### src/rtl/mem_arbiter.sv
// Single-port RAM arbiter: merges the I-cache and D-cache request ports onto one
// RAM port, one transaction in flight, data priority with an instruction anti-starvation limit.
module mem_arbiter #(
  parameter int unsigned STARVE_LIMIT = 4,
  parameter int unsigned TIMEOUT      = 255
) (
  input  logic        CLK,
  input  logic        RST,
  input  logic        iREN,
  input  logic [31:0] iaddr,
  output logic        iwait,
  output logic [31:0] iload,
  input  logic        dREN,
  input  logic        dWEN,
  input  logic [31:0] daddr,
  input  logic [31:0] dstore,
  output logic        dwait,
  output logic [31:0] dload,
  output logic        ramREN,
  output logic        ramWEN,
  output logic [31:0] ramaddr,
  output logic [31:0] ramstore,
  input  logic [31:0] ramload,
  input  logic [1:0]  ramstate,
  output logic        ramerr
);

  localparam logic [3:0]  STARVE_MAX = 4'(STARVE_LIMIT);
  localparam logic [7:0]  TMO_MAX    = 8'(TIMEOUT);
  localparam logic [1:0]  RAM_ACCESS = 2'd2;
  localparam logic [1:0]  RAM_ERROR  = 2'd3;
  localparam logic [31:0] ERR_WORD   = 32'hBAD1BAD1;

  typedef enum logic [2:0] {
    IDLE    = 3'd0,
    GRANT_I = 3'd1,
    GRANT_D = 3'd2,
    RESP_I  = 3'd3,
    RESP_D  = 3'd4
  } state_t;

  state_t      state_q;
  logic [3:0]  starve_q;
  logic [3:0]  starve_d;
  logic [7:0]  tmo_q;
  logic [7:0]  tmo_d;
  logic        wr_q;
  logic        iwait_q;
  logic        dwait_q;
  logic [31:0] iload_q;
  logic [31:0] dload_q;
  logic        ramren_q;
  logic        ramwen_q;
  logic [31:0] ramaddr_q;
  logic [31:0] ramstore_q;
  logic        ramerr_q;
  logic        withdraw_s;
  logic        timeout_s;
  logic [31:0] resp_load_s;

  // tmo_d counts the current grant cycle too, so a grant lasts at most TIMEOUT cycles
  always_comb begin
    tmo_d     = tmo_q + 8'd1;
    timeout_s = (tmo_d == TMO_MAX);
    if (starve_q < STARVE_MAX) begin
      starve_d = starve_q + 4'd1;
    end else begin
      starve_d = starve_q;
    end
    case (state_q)
      GRANT_I: withdraw_s = ~iREN;
      GRANT_D: withdraw_s = ~(dREN | dWEN);
      default: withdraw_s = 1'b0;
    endcase
    if (ramstate == RAM_ACCESS) begin
      resp_load_s = wr_q ? 32'h0000_0000 : ramload;
    end else begin
      resp_load_s = ERR_WORD;
    end
  end

  // Arbitration / transaction state machine with registered outputs
  always_ff @(posedge CLK) begin
    if (RST) begin
      state_q    <= IDLE;
      starve_q   <= 4'd0;
      tmo_q      <= 8'd0;
      wr_q       <= 1'b0;
      iwait_q    <= 1'b1;
      dwait_q    <= 1'b1;
      iload_q    <= 32'h0000_0000;
      dload_q    <= 32'h0000_0000;
      ramren_q   <= 1'b0;
      ramwen_q   <= 1'b0;
      ramaddr_q  <= 32'h0000_0000;
      ramstore_q <= 32'h0000_0000;
      ramerr_q   <= 1'b0;
    end else begin
      case (state_q)
        IDLE: begin
          iwait_q <= 1'b1;
          dwait_q <= 1'b1;
          tmo_q   <= 8'd0;
          if (iREN && (starve_q == STARVE_MAX)) begin
            state_q   <= GRANT_I;
            starve_q  <= 4'd0;
            wr_q      <= 1'b0;
            ramaddr_q <= iaddr;
            ramren_q  <= 1'b1;
            ramwen_q  <= 1'b0;
          end else if (dREN || dWEN) begin
            state_q    <= GRANT_D;
            starve_q   <= iREN ? starve_d : starve_q;
            wr_q       <= dWEN;
            ramaddr_q  <= daddr;
            ramstore_q <= dstore;
            ramren_q   <= ~dWEN;
            ramwen_q   <= dWEN;
          end else if (iREN) begin
            state_q   <= GRANT_I;
            starve_q  <= 4'd0;
            wr_q      <= 1'b0;
            ramaddr_q <= iaddr;
            ramren_q  <= 1'b1;
            ramwen_q  <= 1'b0;
          end else begin
            state_q  <= IDLE;
            ramren_q <= 1'b0;
            ramwen_q <= 1'b0;
          end
        end
        GRANT_I, GRANT_D: begin
          tmo_q <= tmo_d;
          if ((ramstate == RAM_ACCESS) || (ramstate == RAM_ERROR) || timeout_s) begin
            ramren_q <= 1'b0;
            ramwen_q <= 1'b0;
            if (ramstate != RAM_ACCESS) begin
              ramerr_q <= 1'b1;
            end else begin
              ramerr_q <= ramerr_q;
            end
            if (state_q == GRANT_I) begin
              state_q <= RESP_I;
              iwait_q <= 1'b0;
              iload_q <= resp_load_s;
            end else begin
              state_q <= RESP_D;
              dwait_q <= 1'b0;
              dload_q <= resp_load_s;
            end
          end else if (withdraw_s) begin
            state_q  <= IDLE;
            ramren_q <= 1'b0;
            ramwen_q <= 1'b0;
          end else begin
            state_q <= state_q;
          end
        end
        RESP_I, RESP_D: begin
          state_q <= IDLE;
          iwait_q <= 1'b1;
          dwait_q <= 1'b1;
        end
        default: begin
          state_q  <= IDLE;
          iwait_q  <= 1'b1;
          dwait_q  <= 1'b1;
          ramren_q <= 1'b0;
          ramwen_q <= 1'b0;
        end
      endcase
    end
  end

  assign iwait    = iwait_q;
  assign dwait    = dwait_q;
  assign iload    = iload_q;
  assign dload    = dload_q;
  assign ramREN   = ramren_q;
  assign ramWEN   = ramwen_q;
  assign ramaddr  = ramaddr_q;
  assign ramstore = ramstore_q;
  assign ramerr   = ramerr_q;

endmodule

### config.mk
export PLATFORM = sky130hd
export DESIGN_NAME = mem_arbiter
export DESIGN_NICKNAME = d
export VERILOG_FILES = /design/src/rtl/mem_arbiter.sv
export SDC_FILE = /design/constraint.sdc
export NUM_CORES = 1
export LEC_CHECK = 0
export BUFFER_PORTS_ARGS = -buffer_cell sky130_fd_sc_hd__buf_2
export CORE_MARGIN = 8
export CORE_UTILIZATION = 46
export CTS_CLUSTER_SIZE = 20
export DETAILED_ROUTE_END_ITERATION = 12
export PLACE_DENSITY = 0.87
export SLEW_MARGIN = 30
export SYNTH_ARGS = -nofsm -noshare
export SYNTH_HDL_FRONTEND = slang
export SYNTH_SLANG_ARGS = --single-unit
### constraint.sdc
create_clock -name CLK -period 2.25 [get_ports CLK]
set_clock_uncertainty 0.1 [all_clocks]
set_input_delay 0.45 -clock CLK [delete_from_list [all_inputs] [get_ports CLK]]
set_output_delay 0.45 -clock CLK [all_outputs]
set_load 0.05 [all_outputs]
==> summary.md <==
| Metric | Value |
|---|---|
| Status | `finished, final reports clean` |
| HPWL after DPL | `13.82 mm` |
| Met1 Track Usage GR | `23.09%` |
| Most common cell in the synthesized netlist | `dfxtp_1` |
| Cells after Synth | `687` |
| Crit path largest cell delay | `0.36 ns` |
| Clock Pin Slew Worst Setup and Hold Paths | `0.07 ns` |
| CP Cell Sequence | `inv_1 -> ha_1 -> and3_1 -> o2111ai_1 -> nand3b_1 -> nand3_2 -> buf_12 -> a221oi_1` |
| Top delay family on crit path | `simple AND/OR/NAND/NOR gates` |
| Initial core utilization | `46.99%` |
| Final Instance Area | `8407 µm²` |
| Hold Buf Count CTS | `0` |
| Dpl cell area | `7780 µm²` |
| Global routing's busiest layer | `met2` |
| Critical Path Source Type | `flop` |
| CTS tree | `built` |
| Clock network fraction of total power | `40.8%` |
| Int Power | `0.005002 W` |
| Gate power share | `19.6%` |
| Die width | `132.1 µm` |
| Setup repair bufs after CTS | `0` |
| Final nets | `1078` |
| Die ar. | `17450 µm²` |
| Final ANT Viol Nets | `0` |
| Slew Viols, Final | `0` |
| CP Capture Type | `flop` |
| Register bit total from synthesis | `149` |
| Layout filler cell count | `1077` |
| Slowest CP cell | `dfxtp_2` |
| Gpl congestion | `0.8327` |
| Layout area overhead | `35.63%` |
| Asr flop ratio synth | `0%` |
| Iter 0 DRT Violations | `404` |
| WL final | `18.66 mm` |
| Setup TNS Final | `0 ns` |
| Vias/cell | `5.331` |
| Fraction of layout cells with a size suffix above 1 | `35.19%` |
| Net Count, Synth | `826` |
| Largest net degree at the start of global routing | `65` |
| Setup violators final | `0` |
| Cell Pwr Density | `866.5 nW/µm²` |
| M2 GR Usage | `34.14%` |
| Die Y | `132.1 µm` |
| Synthesized area | `6198 µm²` |
| Global route total overflow | `0` |
| PostCTS Resize Cnt | `0` |
| Crit path max fanout | `34` |
| Max Cap Viol | `0` |
| Drt drc | `0` |
| Worst hold path class | `in2reg` |
| Core area | `13190 µm²` |
| Number of diodes | `0` |
| Max Clock Freq | `0.4885 GHz` |
| Number of global-route vias before repair | `6019` |
| Wire length of the first global-routing pass | `29.88 mm` |
| I/O Pins | `268` |
| Leading area contributor after synthesis | `dfxtp_1` |
| Post-synthesis sequential area ratio | `48.12%` |
| Via count | `6013` |
| Post-synth top area share | `48.12%` |
| Max clock buf depth | `2` |
| Sequential fraction of design power | `39.6%` |
| RSZ-0062 raised after global routing | `false` |
| Worst skew pair latency | `0.42 ns` |
| Crit path arrival time | `2.25 ns` |
| Worst endpoint required time | `2.46 ns` |
| Post-synth EDFFs | `0` |
| Commonest cells post-synth | `149 x dfxtp_1, 87 x nand2_1, 61 x a21oi_1` |
| Number of core rows | `42` |
| Psw | `0.002283 W` |
| Crit Path Category | `reg2reg` |
| Root Buffer | `clkbuf_16` |
| Met3 Usage GRT | `9.108%` |
| Sw frac | `31.34%` |
| Initial antenna violation count | `0` |
| CTS sink cnt | `149` |
| Final Cycle Share | `90.98%` |
| Yosys warns | `0` |
| Buf+Inv Stages, Crit Path | `2` |
| VDD IR max | `0.5477 mV` |
| Largest cells by area after synthesis | `dfxtp_1 48%, mux2i_1 9.7%, nand2_1 5.3%` |
| Number of distinct library cells after synthesis | `50` |
| Fin. Hold Viols | `0` |
| Htree depth | `4` |
| Routed len/inst | `16.54 µm` |
| TritonCTS buffer count | `17` |
| Tot GR Track Use | `20.92%` |
| Worst Max-Slew Pin Slew | `0.5830 ns` |
| Mean Syn Cell Area | `9.022 µm²` |
| Leak pwr | `3.933 nW` |
| TritonRoute pass-1 iters | `5` |
| Predominant post-synthesis flop cell | `dfxtp_1` |
| Max transition margin | `60.89%` |
| Port bufs | `267` |
| Minimum clock period | `2.047 ns` |
-- sequential cells by signal, summed over array words and instances, names as in the netlist --
signal and cells:
starve_q 4, ramaddr 32, tmo_q 8, ramerr 1, iload 32, iwait 1
dwait 1, ramWEN 1, ramstore 32, dload 32, state_q 3, ramREN 1
wr_q 1
-- kinds of logic (layout without fill, tap and decap cells) --
group / Yosys count / count (layout) / synth area share (%)
fa+ha+maj: 10 / 10 / 1.776
xor+xnor: 1 / 1 / 0.1413
flops: 149 / 149 / 48.12
mux: 60 / 60 / 9.689
compound gates: 162 / 162 / 18.07
buf+inv: 103 / 368 / 6.782
simple gates: 202 / 202 / 15.42
-- layout by cell type (no fill, tap or decap), types with 3 or more instances in the layout --
cell type | netlist | final
nand2_1 | 87 | 87
nor2b_1 | 3 | 3
buf_12 | 0 | 6
nor3_1 | 10 | 9
a221oi_1 | 35 | 35
buf_4 | 3 | 18
a211oi_1 | 33 | 33
maj3_1 | 6 | 6
clkbuf_16 | 0 | 17
dfxtp_1 | 149 | 148
mux2i_1 | 60 | 60
nand3_2 | 3 | 3
nor2_1 | 47 | 47
nand2b_1 | 31 | 31
buf_2 | 18 | 266
inv_8 | 0 | 4
a31oi_1 | 5 | 5
a21oi_1 | 61 | 61
a41oi_1 | 3 | 3
nand3_1 | 4 | 4
clkinv_4 | 0 | 3
inv_1 | 44 | 44
nand4_1 | 4 | 4
o21ai_0 | 5 | 5
bufinv_16 | 0 | 3
ha_1 | 4 | 3
-- final timing paths --
path,to,slack (ns),cells after the start,startpoint
worst max-delay path,dload[31],0.20,8,tmo_q[0]
worst min-delay path,ramstore[12],0.16,3,dstore[12]
worst max register to register,dload[31],0.20,8,tmo_q[0]
worst min register to register,ramstore[8],0.35,2,ramstore[8]
-- stage by stage --
step | instances | hold WS (ns) | utilization, % | power, W | setup slack, ns
after detailed placement | 1096 | 0.3419 | 58.98 | 0.004370 | 0.1574
after global placement | 1096 | 0.3272 | 58.98 | 0.004343 | 0.2693
after CTS | 1128 | 0.1439 | 63.71 | 0.007347 | 0.1208
after global routing | 1128 | 0.1478 | 63.74 | 0.007588 | 0.04019
after floorplan | 687 | 0.3163 | - | 0.003932 | 0.2882
final | 1128 | 0.1622 | 63.74 | 0.007284 | 0.2030
-- routing by layer --
metal  vias to the layer above  routed length [µm]
met1                      2735                7410
met5                         -                   0
met4                         0                 465
li1                       2919                   -
met3                        35                2009
met2                       324                8772
-- worst reg2reg max path, delay by kind of cell, from the launching register on --
| family | cells | cell delay (ns) |
|---|---|---|
| AOI/OAI and AO/OA | 2 | 0.48 |
| adders and majority gates | 1 | 0.14 |
| buffers and inverters | 2 | 0.32 |
| DFF | 1 | 0.36 |
| and+or+nand+nor | 3 | 0.53 |
-- power groups by stage --
stage / sequential, W / clock, W / combinational (W)
2_1_floorplan: 0.00345 / 0 / 0.000485
3_3_place_gp: 0.00293 / 0 / 0.00141
3_5_place_dp: 0.00294 / 0 / 0.00143
4_1_cts: 0.00289 / 0.00303 / 0.00143
5_1_grt: 0.00290 / 0.00316 / 0.00152
6_report: 0.00289 / 0.00297 / 0.00143
-- layout make-up --
type | count | area (µm²) | area share (%)
clock buffers | 18 | 429.2 | 5.105
clock inverters | 14 | 193.9 | 2.307
inverters | 46 | 172.7 | 2.054
multi-input cells | 435 | 2820 | 33.55
flip-flops and latches | 149 | 2984 | 35.50
well taps | 176 | 220.2 | 2.619
repair buffers | 290 | 1587 | 18.87
(Power assumes the default switching activity.)
